<file path="config.mk">
export PLATFORM = sky130hd
export DESIGN_NAME = cordic_quadrant_ctrl
export DESIGN_NICKNAME = d
export VERILOG_FILES = /design/src/rtl/cordic_ctrl_pkg.sv /design/src/rtl/cordic_tag_fifo.sv /design/src/rtl/cordic_quadrant_ctrl.sv
export SDC_FILE = /design/constraint.sdc
export NUM_CORES = 1
export LEC_CHECK = 0
export CORE_UTILIZATION = 55
export DETAILED_ROUTE_END_ITERATION = 7
export PLACE_DENSITY = 0.9
export SLEW_MARGIN = 20
export SYNTH_ARGS = -nofsm -noshare
export SYNTH_HDL_FRONTEND = slang
export SYNTH_SLANG_ARGS = --single-unit
</file>
<file path="constraint.sdc">
create_clock -name clk -period 3.95 [get_ports clk]
set_input_delay 0.5925 -clock clk [delete_from_list [all_inputs] [get_ports clk]]
set_output_delay 0.5925 -clock clk [all_outputs]
set_load 0.005 [all_outputs]
</file>
<file path="src/rtl/cordic_ctrl_pkg.sv">
// Shared constants, types and helpers for the CORDIC quadrant controller.
// Latency: n/a (package).
// Backpressure: n/a (package).
package cordic_ctrl_pkg;

    // Bit positions inside the one-hot function select
    localparam int SEL_SIN  = 0;
    localparam int SEL_COS  = 1;
    localparam int SEL_TAN  = 2;
    localparam int SEL_ATAN = 3;

    // A negative angle gets a multiple of 360 added so the 17-bit sum is always
    // positive; 33120 = 360*92 covers -32768.
    localparam logic [16:0] DEG_360  = 17'd360;
    localparam logic [16:0] NORM_OFS = 17'd33120;

    typedef enum logic [1:0] {
        Q0 = 2'd0,
        Q1 = 2'd1,
        Q2 = 2'd2,
        Q3 = 2'd3
    } quadrant_t;

    typedef enum logic [2:0] {
        ST_IDLE   = 3'd0,
        ST_NORM   = 3'd1,
        ST_REDUCE = 3'd2,
        ST_FOLD   = 3'd3,
        ST_ISSUE  = 3'd4
    } state_t;

    // Tag carried alongside each request while the CORDIC core works on it
    typedef struct packed {
        quadrant_t  q;
        logic [3:0] sel;
    } tag_t;

    // Whether the folded-angle result must be negated to land in the original quadrant
    function automatic logic needs_neg(input logic [3:0] sel, input quadrant_t q);
        logic neg;
        neg = 1'b0;
        if (sel[SEL_SIN])      neg = (q == Q2) || (q == Q3);
        else if (sel[SEL_COS]) neg = (q == Q1) || (q == Q2);
        else if (sel[SEL_TAN]) neg = (q == Q1) || (q == Q3);
        return neg;
    endfunction

    // Two's complement negate; the most negative value saturates to the most positive
    function automatic logic [15:0] sat_neg(input logic [15:0] x);
        logic [15:0] y;
        if (x == 16'h8000) y = 16'h7FFF;
        else               y = ~x + 16'd1;
        return y;
    endfunction

endpackage

</file>
<file path="src/rtl/cordic_tag_fifo.sv">
// In-order tag FIFO holding one tag per request outstanding in the CORDIC core.
// Latency: pushed entry visible at the head the cycle after the push; head read combinationally.
// Backpressure: push ignored when full, pop ignored when empty; caller gates on full/empty.
module cordic_tag_fifo #(
    parameter int DEPTH = 8,
    parameter int WIDTH = 6
) (
    input  logic             clk,
    input  logic             rst_n,
    input  logic             push,
    input  logic [WIDTH-1:0] push_data,
    input  logic             pop,
    output logic [WIDTH-1:0] pop_data,
    output logic             full,
    output logic             empty
);
    localparam int AW = $clog2(DEPTH);

    logic [WIDTH-1:0] mem [DEPTH];
    logic [AW-1:0]    wr_ptr;
    logic [AW-1:0]    rd_ptr;
    logic [AW:0]      count;
    logic             do_push;
    logic             do_pop;

    assign full     = (count == (AW+1)'(DEPTH));
    assign empty    = (count == '0);
    assign do_push  = push && !full;
    assign do_pop   = pop && !empty;
    assign pop_data = mem[rd_ptr];

    // Storage array; contents are don't-care until written, so it carries no reset
    always_ff @(posedge clk) begin
        if (do_push) mem[wr_ptr] <= push_data;
    end

    // Pointers and occupancy; simultaneous push and pop leave the count unchanged
    always_ff @(posedge clk) begin
        if (!rst_n) begin
            wr_ptr <= '0;
            rd_ptr <= '0;
            count  <= '0;
        end else begin
            if (do_push) wr_ptr <= wr_ptr + 1'b1;
            if (do_pop)  rd_ptr <= rd_ptr + 1'b1;
            case ({do_push, do_pop})
                2'b10:   count <= count + 1'b1;
                2'b01:   count <= count - 1'b1;
                default: count <= count;
            endcase
        end
    end

endmodule

</file>
<file path="src/rtl/cordic_quadrant_ctrl.sv">
// Reduces any signed degree angle to 0..90 for the CORDIC core and sign-corrects its results.
// Latency: issue 10 cycles after handshake (arctan: 1); result 1 cycle after cordic_out_valid.
// Backpressure: req_ready low while a request is in flight or the tag FIFO is full.
module cordic_quadrant_ctrl
    import cordic_ctrl_pkg::*;
#(
    parameter int TAG_DEPTH = 8
) (
    input  logic        clk,
    input  logic        rst_n,
    input  logic        req_valid,
    output logic        req_ready,
    input  logic [15:0] req_angle,
    input  logic [15:0] req_another,
    input  logic [3:0]  req_select,
    output logic        cordic_valid,
    output logic [15:0] cordic_angle,
    output logic [15:0] cordic_another,
    output logic [3:0]  cordic_select,
    input  logic [15:0] cordic_out,
    input  logic        cordic_out_valid,
    output logic [15:0] res_data,
    output logic        res_valid,
    input  logic        err_clr,
    output logic [1:0]  err
);
    state_t      state;
    state_t      state_nxt;
    logic [15:0] angle_in;
    logic [16:0] r;
    logic [2:0]  k;
    quadrant_t   cur_q;
    quadrant_t   fold_q;
    logic [15:0] fold_f;
    logic        hs;
    logic        sel_legal;
    logic        tag_push;
    logic        tag_pop;
    tag_t        tag_in;
    tag_t        tag_head;
    logic        fifo_full;
    logic        fifo_empty;
    logic        orphan;
    logic [1:0]  err_nxt;

    assign req_ready    = rst_n && (state == ST_IDLE) && !fifo_full;
    assign hs           = req_valid && req_ready;
    assign sel_legal    = $onehot(req_select);
    assign cordic_valid = (state == ST_ISSUE);
    assign tag_push     = (state == ST_ISSUE);
    assign tag_in       = '{q: cur_q, sel: cordic_select};
    assign tag_pop      = cordic_out_valid && !fifo_empty;
    assign orphan       = cordic_out_valid && fifo_empty;

    // State register
    always_ff @(posedge clk) begin
        if (!rst_n) state <= ST_IDLE;
        else        state <= state_nxt;
    end

    // Next state: arctan skips reduction; illegal selects are consumed in IDLE
    always_comb begin
        state_nxt = state;
        case (state)
            ST_IDLE: begin
                if (hs && sel_legal)
                    state_nxt = req_select[SEL_ATAN] ? ST_ISSUE : ST_NORM;
            end
            ST_NORM:   state_nxt = ST_REDUCE;
            ST_REDUCE: if (k == 3'd0) state_nxt = ST_FOLD;
            ST_FOLD:   state_nxt = ST_ISSUE;
            ST_ISSUE:  state_nxt = ST_IDLE;
            default:   state_nxt = ST_IDLE;
        endcase
    end

    // Fold the 0..359 remainder into quadrant and 0..90 angle
    always_comb begin
        fold_q = Q0;
        fold_f = r[15:0];
        if (r <= 17'd90) begin
            fold_q = Q0;
            fold_f = r[15:0];
        end else if (r <= 17'd180) begin
            fold_q = Q1;
            fold_f = 16'd180 - r[15:0];
        end else if (r <= 17'd270) begin
            fold_q = Q2;
            fold_f = r[15:0] - 16'd180;
        end else begin
            fold_q = Q3;
            fold_f = 16'd360 - r[15:0];
        end
    end

    // Request capture and modulo-360 reduction by restoring subtraction of 360<<k
    always_ff @(posedge clk) begin
        if (!rst_n) begin
            angle_in       <= '0;
            r              <= '0;
            k              <= '0;
            cur_q          <= Q0;
            cordic_angle   <= '0;
            cordic_another <= '0;
            cordic_select  <= '0;
        end else begin
            case (state)
                ST_IDLE: begin
                    if (hs && sel_legal) begin
                        angle_in       <= req_angle;
                        cordic_another <= req_another;
                        cordic_select  <= req_select;
                        cur_q          <= Q0;
                        if (req_select[SEL_ATAN]) cordic_angle <= req_angle;
                    end
                end
                ST_NORM: begin
                    r <= {angle_in[15], angle_in} + (angle_in[15] ? NORM_OFS : 17'd0);
                    k <= 3'd6;
                end
                ST_REDUCE: begin
                    if (r >= (DEG_360 << k)) r <= r - (DEG_360 << k);
                    k <= k - 3'd1;
                end
                ST_FOLD: begin
                    cordic_angle <= fold_f;
                    cur_q        <= fold_q;
                end
                default: ;
            endcase
        end
    end

    cordic_tag_fifo #(
        .DEPTH (TAG_DEPTH),
        .WIDTH ($bits(tag_t))
    ) u_tag_fifo (
        .clk       (clk),
        .rst_n     (rst_n),
        .push      (tag_push),
        .push_data (tag_in),
        .pop       (tag_pop),
        .pop_data  (tag_head),
        .full      (fifo_full),
        .empty     (fifo_empty)
    );

    // Result path: pair each returning result with its head tag and undo the fold
    always_ff @(posedge clk) begin
        if (!rst_n) begin
            res_valid <= 1'b0;
            res_data  <= '0;
        end else begin
            res_valid <= tag_pop;
            if (tag_pop)
                res_data <= needs_neg(tag_head.sel, tag_head.q) ? sat_neg(cordic_out) : cordic_out;
        end
    end

    // Sticky errors; a new event in the clearing cycle still lands
    always_comb begin
        err_nxt = err_clr ? 2'b00 : err;
        if (orphan)                          err_nxt[0] = 1'b1;
        if (hs && !sel_legal)                err_nxt[1] = 1'b1;
    end

    // Error register
    always_ff @(posedge clk) begin
        if (!rst_n) err <= 2'b00;
        else        err <= err_nxt;
    end

endmodule

</file>
Word level (Yosys, flattened, before mapping) --
Memory sizes are Yosys's and may differ from the RTL's. A register that Yosys moved wholly into a read port is not among the register bits. Cells that the tools add are included.
Word-level totals: logic and storage cells 114, output and inout port bits 57, bits in writable memories 48, memories kept 1, input bits 57, bits in registers 106
Operators by class: mux-type cells 34, bitwise logic cells 1, $add $sub $neg 14, $lt $le $gt $ge 4, equal/unequal tests 16, reductions and logical operators 28, shifts and indexed selects 1
Memory list:
- u_tag_fifo.mem | words 8, width 6, read ports 1, clocked after memory_dff 1, write ports 1, line cordic_tag_fifo.sv:19 | logic [WIDTH-1:0] mem [DEPTH];
Operators with widths (number):
- two-way mux 16 bit | 8
- case mux 17 bit (2 select lines) | 1
- case mux 16 bit (2 select lines) | 1
- adder 17 x 16 -> 17 bit | 1
- >= comparator 17 bit | 1
- less-or-equal comparator 17 x 7 -> 1 bit (second input constant) | 1
- less-or-equal comparator 17 x 8 -> 1 bit (second input constant) | 1
- less-or-equal comparator 17 x 9 -> 1 bit (second input constant) | 1
- two-way mux 17 bit | 1
- << shifter 9 x 3 -> 17 bit (first input constant) | 1
- subtractor 17 bit | 1
- adder 16 x 1 -> 16 bit (second input constant) | 1
- equality test 16 bit (second input constant) | 1
- inverter 16 bit | 1
- subtractor 16 x 8 -> 16 bit (second input constant) | 1
- subtractor 8 x 16 -> 16 bit (first input constant) | 1
- subtractor 9 x 16 -> 16 bit (first input constant) | 1
- two-way mux 3 bit | 5
- case mux 3 bit (4 select lines) | 1
- two-way mux 1 bit | 10
- nonzero test 2 bit | 5
- logical AND 1 bit | 9
- two-way mux 2 bit | 4
- case mux 4 bit (2 select lines) | 1
- 22 further kinds | 39

Logic depth before layout (Yosys ltp) --
Gate-level depths: netlist (run 1).
depth after elaboration 8, mapped depth 13, mapped depth without buffers 12

By module --
A second synthesis (run 1) with hierarchy kept.
Second synthesis, totals: cell total of the unflattened synthesis 893, area total of the unflattened synthesis 8373.0 µm²
Modules (own cells, without submodules):
- cordic_quadrant_ctrl | area each 5875.6 µm², cells an instance 749, seq. area each 1921.8 µm², instances 1
- cordic_tag_fifo | area each 2497.4 µm², cells an instance 144, seq. area each 1701.6 µm², instances 1

Worst setup path before layout (run 1) --
Ideal clock, no wire load.
kind input to register, start point input port req_select[0], end point register cordic_angle[5], buffers on the path 1, slack 0.806 ns, setup time 0.122 ns, cell stages on the path 11, required time 3.828 ns, arrival time 3.022 ns, path through inv_1 > fa_1 > inv_1 > ha_1 > ha_1 > nor3b_1 > and4_1 > clkbuf_1 > a21oi_1 > a22o_1 > a221o_1
Between the ends: word-level cells in the longest chain between the ends 6
RTL lines:
- start: declaration | line cordic_quadrant_ctrl.sv:15 | input logic [3:0] req_select,
- adder 1 x 1 -> 2 bit (not written as such) | line cordic_quadrant_ctrl.sv:48 | assign sel_legal = $onehot(req_select);
- adder 2 x 2 -> 3 bit (not written as such) | line cordic_quadrant_ctrl.sv:48
- equality test 3 x 1 -> 1 bit | line cordic_quadrant_ctrl.sv:48
- logical AND 1 bit | line cordic_quadrant_ctrl.sv:109 | if (hs && sel_legal) begin
- inequality test 2 x 1 -> 1 bit (no source line)
- AND reduction 3 bit (no source line)
- end signal: assignment | line cordic_quadrant_ctrl.sv:114 | if (req_select[SEL_ATAN]) cordic_angle <= req_angle;
- end signal: assignment | line cordic_quadrant_ctrl.sv:126 | cordic_angle <= fold_f;
- end: declaration | line cordic_quadrant_ctrl.sv:17 | output logic [15:0] cordic_angle,
No other way between the ends. A chain may end at the register's enable or synchronous reset.

Final worst setup path (run 1) --
start point register k[2], end point register r[5]
Between the ends: word-level cells in the longest chain between the ends 4, elaborated cells on any way between the ends 7, classes of those cells add/sub: 1; order compare: 1; eq/ne: 1; shift: 1; mux: 2; reduce/logical: 1
RTL lines:
- start: declaration | line cordic_quadrant_ctrl.sv:31 | logic [2:0] k;
- start signal: assignment | line cordic_quadrant_ctrl.sv:123 | k <= k - 3'd1;
- << shifter 9 x 3 -> 17 bit * | line cordic_quadrant_ctrl.sv:122 | if (r >= (DEG_360 << k)) r <= r - (DEG_360 << k);
- subtractor 17 bit or >= comparator 17 bit (tied branches) | line cordic_quadrant_ctrl.sv:122
- two-way mux 17 bit or inequality test 2 bit (tied branches)
- case mux 17 bit (2 select lines) or AND reduction 2 bit (tied branches)
- end signal: assignment | line cordic_quadrant_ctrl.sv:118 | r <= {angle_in[15], angle_in} + (angle_in[15] ? NORM_OFS : 17'd0);
- end signal: assignment | line cordic_quadrant_ctrl.sv:122
- end: declaration | line cordic_quadrant_ctrl.sv:30 | logic [16:0] r;
Every way passes the cells marked *; elsewhere a longest branch is shown, timed or not. The select of a mux whose other input is x is not followed.

==> results of run 1 <==
## kinds of logic (layout without fill, tap and decap cells)
family / after synthesis / count (layout) / synth area share, %
mux: 16 / 16 / 3.35
buf+inv: 91 / 204 / 4.58
flops: 149 / 149 / 42.9
fa+ha+maj: 44 / 44 / 7.26
simple gates: 297 / 297 / 17.1
xor+xnor: 44 / 44 / 4.88
compound gates: 237 / 237 / 20.0
## per-stage QoR
step           utilization, %  hold WS (ns)
6_report                 69.8         0.452
3_5_place_dp             65.8         0.448
3_3_place_gp             65.8         0.443
5_1_grt                  69.8         0.481
4_1_cts                  69.8         0.456
2_1_floorplan               -         0.432
## path summary, 6_finish.rpt
check                    start                 to
max                       k[2]               r[5]
min          cordic_another[9]  cordic_another[9]
min reg2reg  cordic_another[9]  cordic_another[9]
max reg2reg               k[2]               r[5]
## cells in the final DEF, fill, tap and decap left out, types with 6 or more instances in the layout
cell type,instances
dfxtp_1,109
a211oi_1,6
clkbuf_16,17
a21oi_1,83
xor2_1,24
o221ai_1,9
nand3_1,23
nor3_1,15
ha_1,41
o211ai_1,12
nor4_1,8
nand4_1,6
xnor2_1,20
inv_1,41
nor2_1,57
mux4_2,8
o21ai_0,40
nand2_1,143
edfxtp_1,40
buf_4,16
a31oi_1,9
nand2b_1,6
clkdlybuf4s50_1,113
## per-layer routing
metal  up-vias  wire length, microns  GRT usage [%]  part of all wire [%]
li1       3381                     -              -                     -
met1      3401                  8830           37.2                    40
met2       415                 10800           51.4                    49
met3        80                  1870           8.29                   8.4
met4         0                   736           12.9                   3.3
met5         -                     0              0                     0
## area by class of cell
cell class / instances / area share, %
Clock inverter: 11 / 1.07
Sequential cell: 149 / 34.8
Inverter: 43 / 1.66
Clock buffer: 21 / 4.63
Tap cell: 180 / 2.32
Timing Repair Buffer: 129 / 12.9
Multi-Input combinational cell: 638 / 42.7
## worst reg2reg max path: cells and delay by family, from the launching register on
family	cells	cell delay [ns]
AOI/OAI and AO/OA	6	1.78
adders and majority gates	2	0.56
DFF	1	0.55
and+or+nand+nor	1	0.33
buffers and inverters	2	0.31
## power by group through the flow
| stage | Sequential, mW | Combinational, mW | Clock [mW] |
|---|---|---|---|
| global route | 1.63 | 0.458 | 1.58 |
| floorplan | 1.65 | 0.234 | 0 |
| CTS | 1.63 | 0.414 | 1.51 |
| detailed placement | 1.66 | 0.408 | 0 |
| finish | 1.63 | 0.421 | 1.51 |
| global placement | 1.66 | 0.398 | 0 |
## flip-flops by register name, summed over array words and instances, names as in the netlist, 2 cells and up, named ones only
name,flops
u_tag_fifo.rd_ptr,3
u_tag_fifo.wr_ptr,3
r,17
u_tag_fifo.mem,40
cordic_another,16
err,2
res_data,16
state,3
u_tag_fifo.count,4
cordic_select,4
cordic_angle,16
cur_q,2
k,3
angle_in,16
==> impl_metrics.py, run 1 <==
metrics = {
    "clocking": {
        "htree_levels": 4,
        "clock_path_buffers": 2,
        "clk_pin_slew_worst_paths_ns": 0.06,
        "clockRootBuffer": "clkbuf_16",
        "cts_num_sinks": 149,
        "cts_resized": 0,
        "postCtsSetupBuffers": 0,
        "cts_buffers": 17,
        "cts_tree": "yes",
        "hold_buffers": 0,
        "insertion_delay_ns": 0.42,
    },
    "pwr": {
        "seqPwrFrac_pct": 45.7,
        "p_sw_uw": 886,
        "p_sw_share_pct": 24.9,
        "share_comb_of_total_power_pct": 11.8,
        "internal-power_mw": 2.68,
        "pwr-share-clk_pct": 42.5,
        "power_mw": 3.56,
        "ir_drop_uv": 319,
        "power_per_cell_area_nw_per_um2": 366,
        "power.leakage_nw": 3.56,
    },
    "final_layout": {
        "fin_area_sq_um": 9730,
        "stdcell_count": 1171,
        "fin_nets": 1079,
        "seq_area_sq_um": 3380,
        "areaGrowthSynthToFinish_pct": 23.3,
        "final_layout_size_suffix_gt1_share_pct": 7.37,
        "diodes": 0,
        "multiInputGateArea_sq_um": 4150,
        "n_fill_cell": 962,
    },
    "synth": {
        "synthCells": 878,
        "ys_warn_count": 0,
        "ys_top_cells_by_area": "dfxtp_1 28%, edfxtp_1 15%, nand2_1 6.8%, ha_1 6.5%, a21oi_1 5.3%",
        "synth_edf_count": 40,
        "ys_ff_latch": 149,
        "async_reset_ff_share_pct": 0,
        "synth_area_per_cell_sq_um": 8.99,
        "syn_area_sq_um": 7890,
        "ys_types": 77,
        "yosys-top-cells-count": "143 x nand2_1, 109 x dfxtp_1, 83 x a21oi_1",
        "ys_seq_area_share_pct": 42.9,
        "syn-num-nets": 979,
        "synth_most_common_cell": "nand2_1",
        "netlist.area_leader.share_pct": 27.7,
        "yosys.area.top_type": "dfxtp_1",
        "synth_flop_cell": "dfxtp_1",
    },
    "worst_setup_path": {
        "path_max_fanout": 11,
        "end_kind": "flip-flop",
        "critPathArrivalTime_ns": 3.96,
        "rrSetupSlack_ns": 0.31,
        "crit_buf_inv": 2,
        "worstPathRequired_ns": 4.28,
        "crit_cells": 11,
        "cp_cell_sequence": "inv_1 > ha_1 > inv_1 > ha_1 > a21oi_1 > o21ai_0 > a221o_1 > a21o_1 > o41ai_2 > nand2_1 > o221ai_1",
        "crit_family": "compound AO/OA/AOI/OAI gates",
        "reg2reg_depth": 11,
        "crit_path_start_kind": "flip-flop",
        "max_stage_delay_ns": 0.63,
        "critPathKind": "flip-flop to flip-flop",
        "critical-path-slowest-cell": "o41ai_2",
    },
    "flow_run": {
        "drv_cap": 0,
    },
    "grt": {
        "grt_antenna_before_repair": 0,
        "grt_pass1_wl_microns": 35100,
        "track_usage_pct": 30.8,
        "grt-ovfl-total": 0,
        "grt_start_max_net_pins": 46,
        "grt_pass1_vias": 7015,
    },
    "drt": {
        "drtIter0Drc": 908,
        "drt-wirelength-per-cell_microns": 19.0,
        "final_antenna_net_count": 0,
        "viasPerCell": 6.21,
        "vias": 7277,
        "drtPass1Iterations": 5,
        "wirelength_microns": 22200,
        "drc": 0,
    },
    "min_path": {
        "hold_depth": 2,
        "hp-class": "flip-flop to flip-flop",
    },
    "placed_design": {
        "placedInstanceArea_sq_um": 9170,
        "dp_hpwl_microns": 15600,
        "place_ws_ns": 0.228,
        "gp_congestion": 0.930,
        "numPortBuffers": 113,
        "place_inst": 1139,
    },
    "floorplanning": {
        "die_w_microns": 122,
        "ios": 114,
        "num_rows": 43,
        "core_area_sq_um": 13900,
        "initial_utilization_pct": 56.6,
        "dieArea_sq_um": 14800,
        "chipHeight_microns": 122,
    },
    "sta": {
        "rsz0062_at_grt": "no",
        "finalCriticalPeriod_ns": 3.64,
        "fin_tns_setup_ns": 0,
        "postLayoutSetupSlackWorst_ns": 0.314,
        "finalClockSkew_ns": 0.00802,
        "fmax_ghz": 0.275,
        "setup_viol": 0,
        "fin_crit_sh_pct": 92.0,
        "max_slew.worst_pin.slew_ns": 0.953,
        "hold_viol_final": 0,
        "drv_slew": 0,
        "relSlewSlack_pct": 36.2,
    },
    "run_status": {
        "status": "finished clean",
    },
}
(Power assumes the default switching activity.)
==> inputs of run 2 (changes only) <==
--- a/config.mk
+++ b/config.mk
@@ -5,10 +5,11 @@
 export SDC_FILE = /design/constraint.sdc
 export NUM_CORES = 1
 export LEC_CHECK = 0
-export CORE_UTILIZATION = 55
+export CORE_UTILIZATION = 56
 export DETAILED_ROUTE_END_ITERATION = 7
 export PLACE_DENSITY = 0.9
 export SLEW_MARGIN = 20
 export SYNTH_ARGS = -nofsm -noshare
 export SYNTH_HDL_FRONTEND = slang
+export SYNTH_HIERARCHICAL = 1
 export SYNTH_SLANG_ARGS = --single-unit
==> run 2 against run 1 <==
Combinational power decreased by 13%. Clock-buffer cell count shrank 1. Final cell count rose by 0.43%. Clock skew hardly changed. Clock power grew 9%. Maximum frequency is 9.5% higher. Core utilization is 1.2 points higher. Power increased by 1.8%. Worst hold slack gained 0.0051 ns. Cell area rose by 2.2%. Critical endpoint is now res_data[14]. Highest routed layer unchanged.
==> impl_metrics.py, run 2 <==
metrics = {
    "clocking": {
        "cts_num_sinks": 149,
        "clk_pin_slew_worst_paths_ns": 0.06,
        "insertion_delay_ns": 0.43,
        "postCtsSetupBuffers": 0,
        "clock_path_buffers": 2,
        "htree_levels": 4,
        "clockRootBuffer": "clkbuf_16",
        "cts_buffers": 17,
        "cts_tree": "yes",
        "hold_buffers": 0,
        "cts_resized": 0,
    },
    "placed_design": {
        "gp_congestion": 0.967,
        "numPortBuffers": 113,
        "dp_hpwl_microns": 15300,
    },
    "worst_setup_path": {
        "path_max_fanout": 15,
        "r2r-end": "res_data[14]",
        "rrSetupSlack_ns": 0.63,
        "end_kind": "flip-flop",
        "reg2reg_depth": 8,
        "critPathArrivalTime_ns": 3.60,
        "crit_buf_inv": 0,
        "critical-path-slowest-cell": "dfxtp_1",
        "worstPathRequired_ns": 4.23,
        "crit_cells": 8,
        "max_stage_delay_ns": 0.61,
        "endpoint": "res_data[14]",
        "cp_cell_sequence": "mux4_2 > mux2_2 > ha_1 > o21ai_0 > nor2_1 > o31ai_1 > o21a_1 > a21oi_1",
        "critPathKind": "flip-flop to flip-flop",
        "crit_path_start_kind": "flip-flop",
        "crit_family": "compound AO/OA/AOI/OAI gates",
    },
    "floorplanning": {
        "die_w_microns": 122,
        "initial_utilization_pct": 57.7,
        "chipHeight_microns": 122,
        "dieArea_sq_um": 14900,
        "core_area_sq_um": 14000,
        "num_rows": 43,
        "ios": 114,
    },
    "final_layout": {
        "final_common_cell": "nand2_1",
        "n_fill_cell": 953,
        "diodes": 0,
        "multiInputGateArea_sq_um": 4350,
        "final_layout_size_suffix_gt1_share_pct": 7.83,
        "seq_area_sq_um": 3380,
        "fin_nets": 1084,
        "areaGrowthSynthToFinish_pct": 23.1,
        "top_register": "u_tag_fifo/mem",
        "final_cell_mix": "124 x nand2_1, 113 x clkdlybuf4s50_1, 109 x dfxtp_1, 97 x a21oi_1, 55 x nor2_1",
        "largest_reg_flops": 40,
        "largestRegisters": "u_tag_fifo/mem: 40 flops, r: 17 flops",
        "post-route-util_pct": 71.0,
    },
    "run_status": {
        "status": "finished clean",
    },
    "drt": {
        "wirelength_microns": 22600,
        "drt-wirelength-per-cell_microns": 19.2,
        "drtPass1Iterations": 6,
        "vias": 7379,
        "final_antenna_net_count": 0,
        "drtIter0Drc": 892,
        "viasPerCell": 6.27,
        "drc": 0,
    },
    "sta": {
        "setup_viol": 0,
        "holdWs_ns": 0.457,
        "hold_viol_final": 0,
        "fmax_ghz": 0.301,
        "rsz0062_at_grt": "no",
        "finalCriticalPeriod_ns": 3.32,
        "finalClockSkew_ns": 0.00817,
        "fin_crit_sh_pct": 84.1,
        "max_slew.worst_pin.slew_ns": 0.951,
        "relSlewSlack_pct": 36.1,
        "fin_tns_setup_ns": 0,
        "drv_slew": 0,
    },
    "synth": {
        "ys_warn_count": 6,
        "synth_area_per_cell_sq_um": 9.16,
        "syn-num-nets": 983,
        "synthCells": 882,
        "syn_area_sq_um": 8080,
    },
    "grt": {
        "grt_antenna_before_repair": 0,
        "grt_pass1_wl_microns": 35100,
        "track_usage_pct": 30.6,
        "grt_pass1_vias": 7020,
        "grt-ovfl-total": 0,
        "grt_start_max_net_pins": 65,
    },
    "flow_run": {
        "drv_cap": 0,
    },
    "min_path": {
        "hold_depth": 2,
        "hp-class": "flip-flop to flip-flop",
    },
    "pwr": {
        "power.leakage_nw": 3.63,
        "power_per_cell_area_nw_per_um2": 365,
        "ir_drop_uv": 313,
        "power_mw": 3.63,
    },
}
run 2: cell type report:
class	instances	area share, %
clock inverters	12	1.54
clock buffers	20	4.49
inverters	34	1.30
multi-input cells	654	43.8
repair buffers	127	12.6
flip-flops and latches	149	34.0
well taps	180	2.27
run 2: worst min-delay path by stage:
stage / from / endpoint / slack [ns]
detailed placement: cordic_another[14] / cordic_another[14] / 0.45
global placement: cordic_another[7] / cordic_another[7] / 0.44
finish: cordic_another[12] / cordic_another[12] / 0.46
global route: cordic_another[14] / cordic_another[14] / 0.47
CTS: cordic_another[14] / cordic_another[14] / 0.46
floorplan: angle_in[0] / r[0] / 0.43
run 2: through the flow:
step	cells	setup slack [ns]	instance area, sq um
after global placement	1144	0.378	9330
after detailed placement	1144	0.349	9330
final	1176	0.629	9940
after floorplan	882	0.799	8080
after CTS	1176	0.628	9930
after global routing	1176	0.407	9940
run 2: layer usage:
layer / share of wire [%] / GRT usage [%]
met1: 40 / 37.6
met2: 49 / 50.6
met5: 0 / 0
met3: 8.3 / 7.49
met4: 3.2 / 14.1
run 2: report_power, final:
part           total (mW)  switching (mW)  leakage (nW)  internal (mW)
combinational       0.365           0.191          2.08          0.174
sequential           1.61          0.0266          1.26           1.59
clock                1.65           0.640         0.295           1.01
run 2: worst min-delay path, stage by stage (launching register included):
cell     delay [ns]
dfxtp_1        0.31
nand2_1        0.05
a21oi_1        0.05
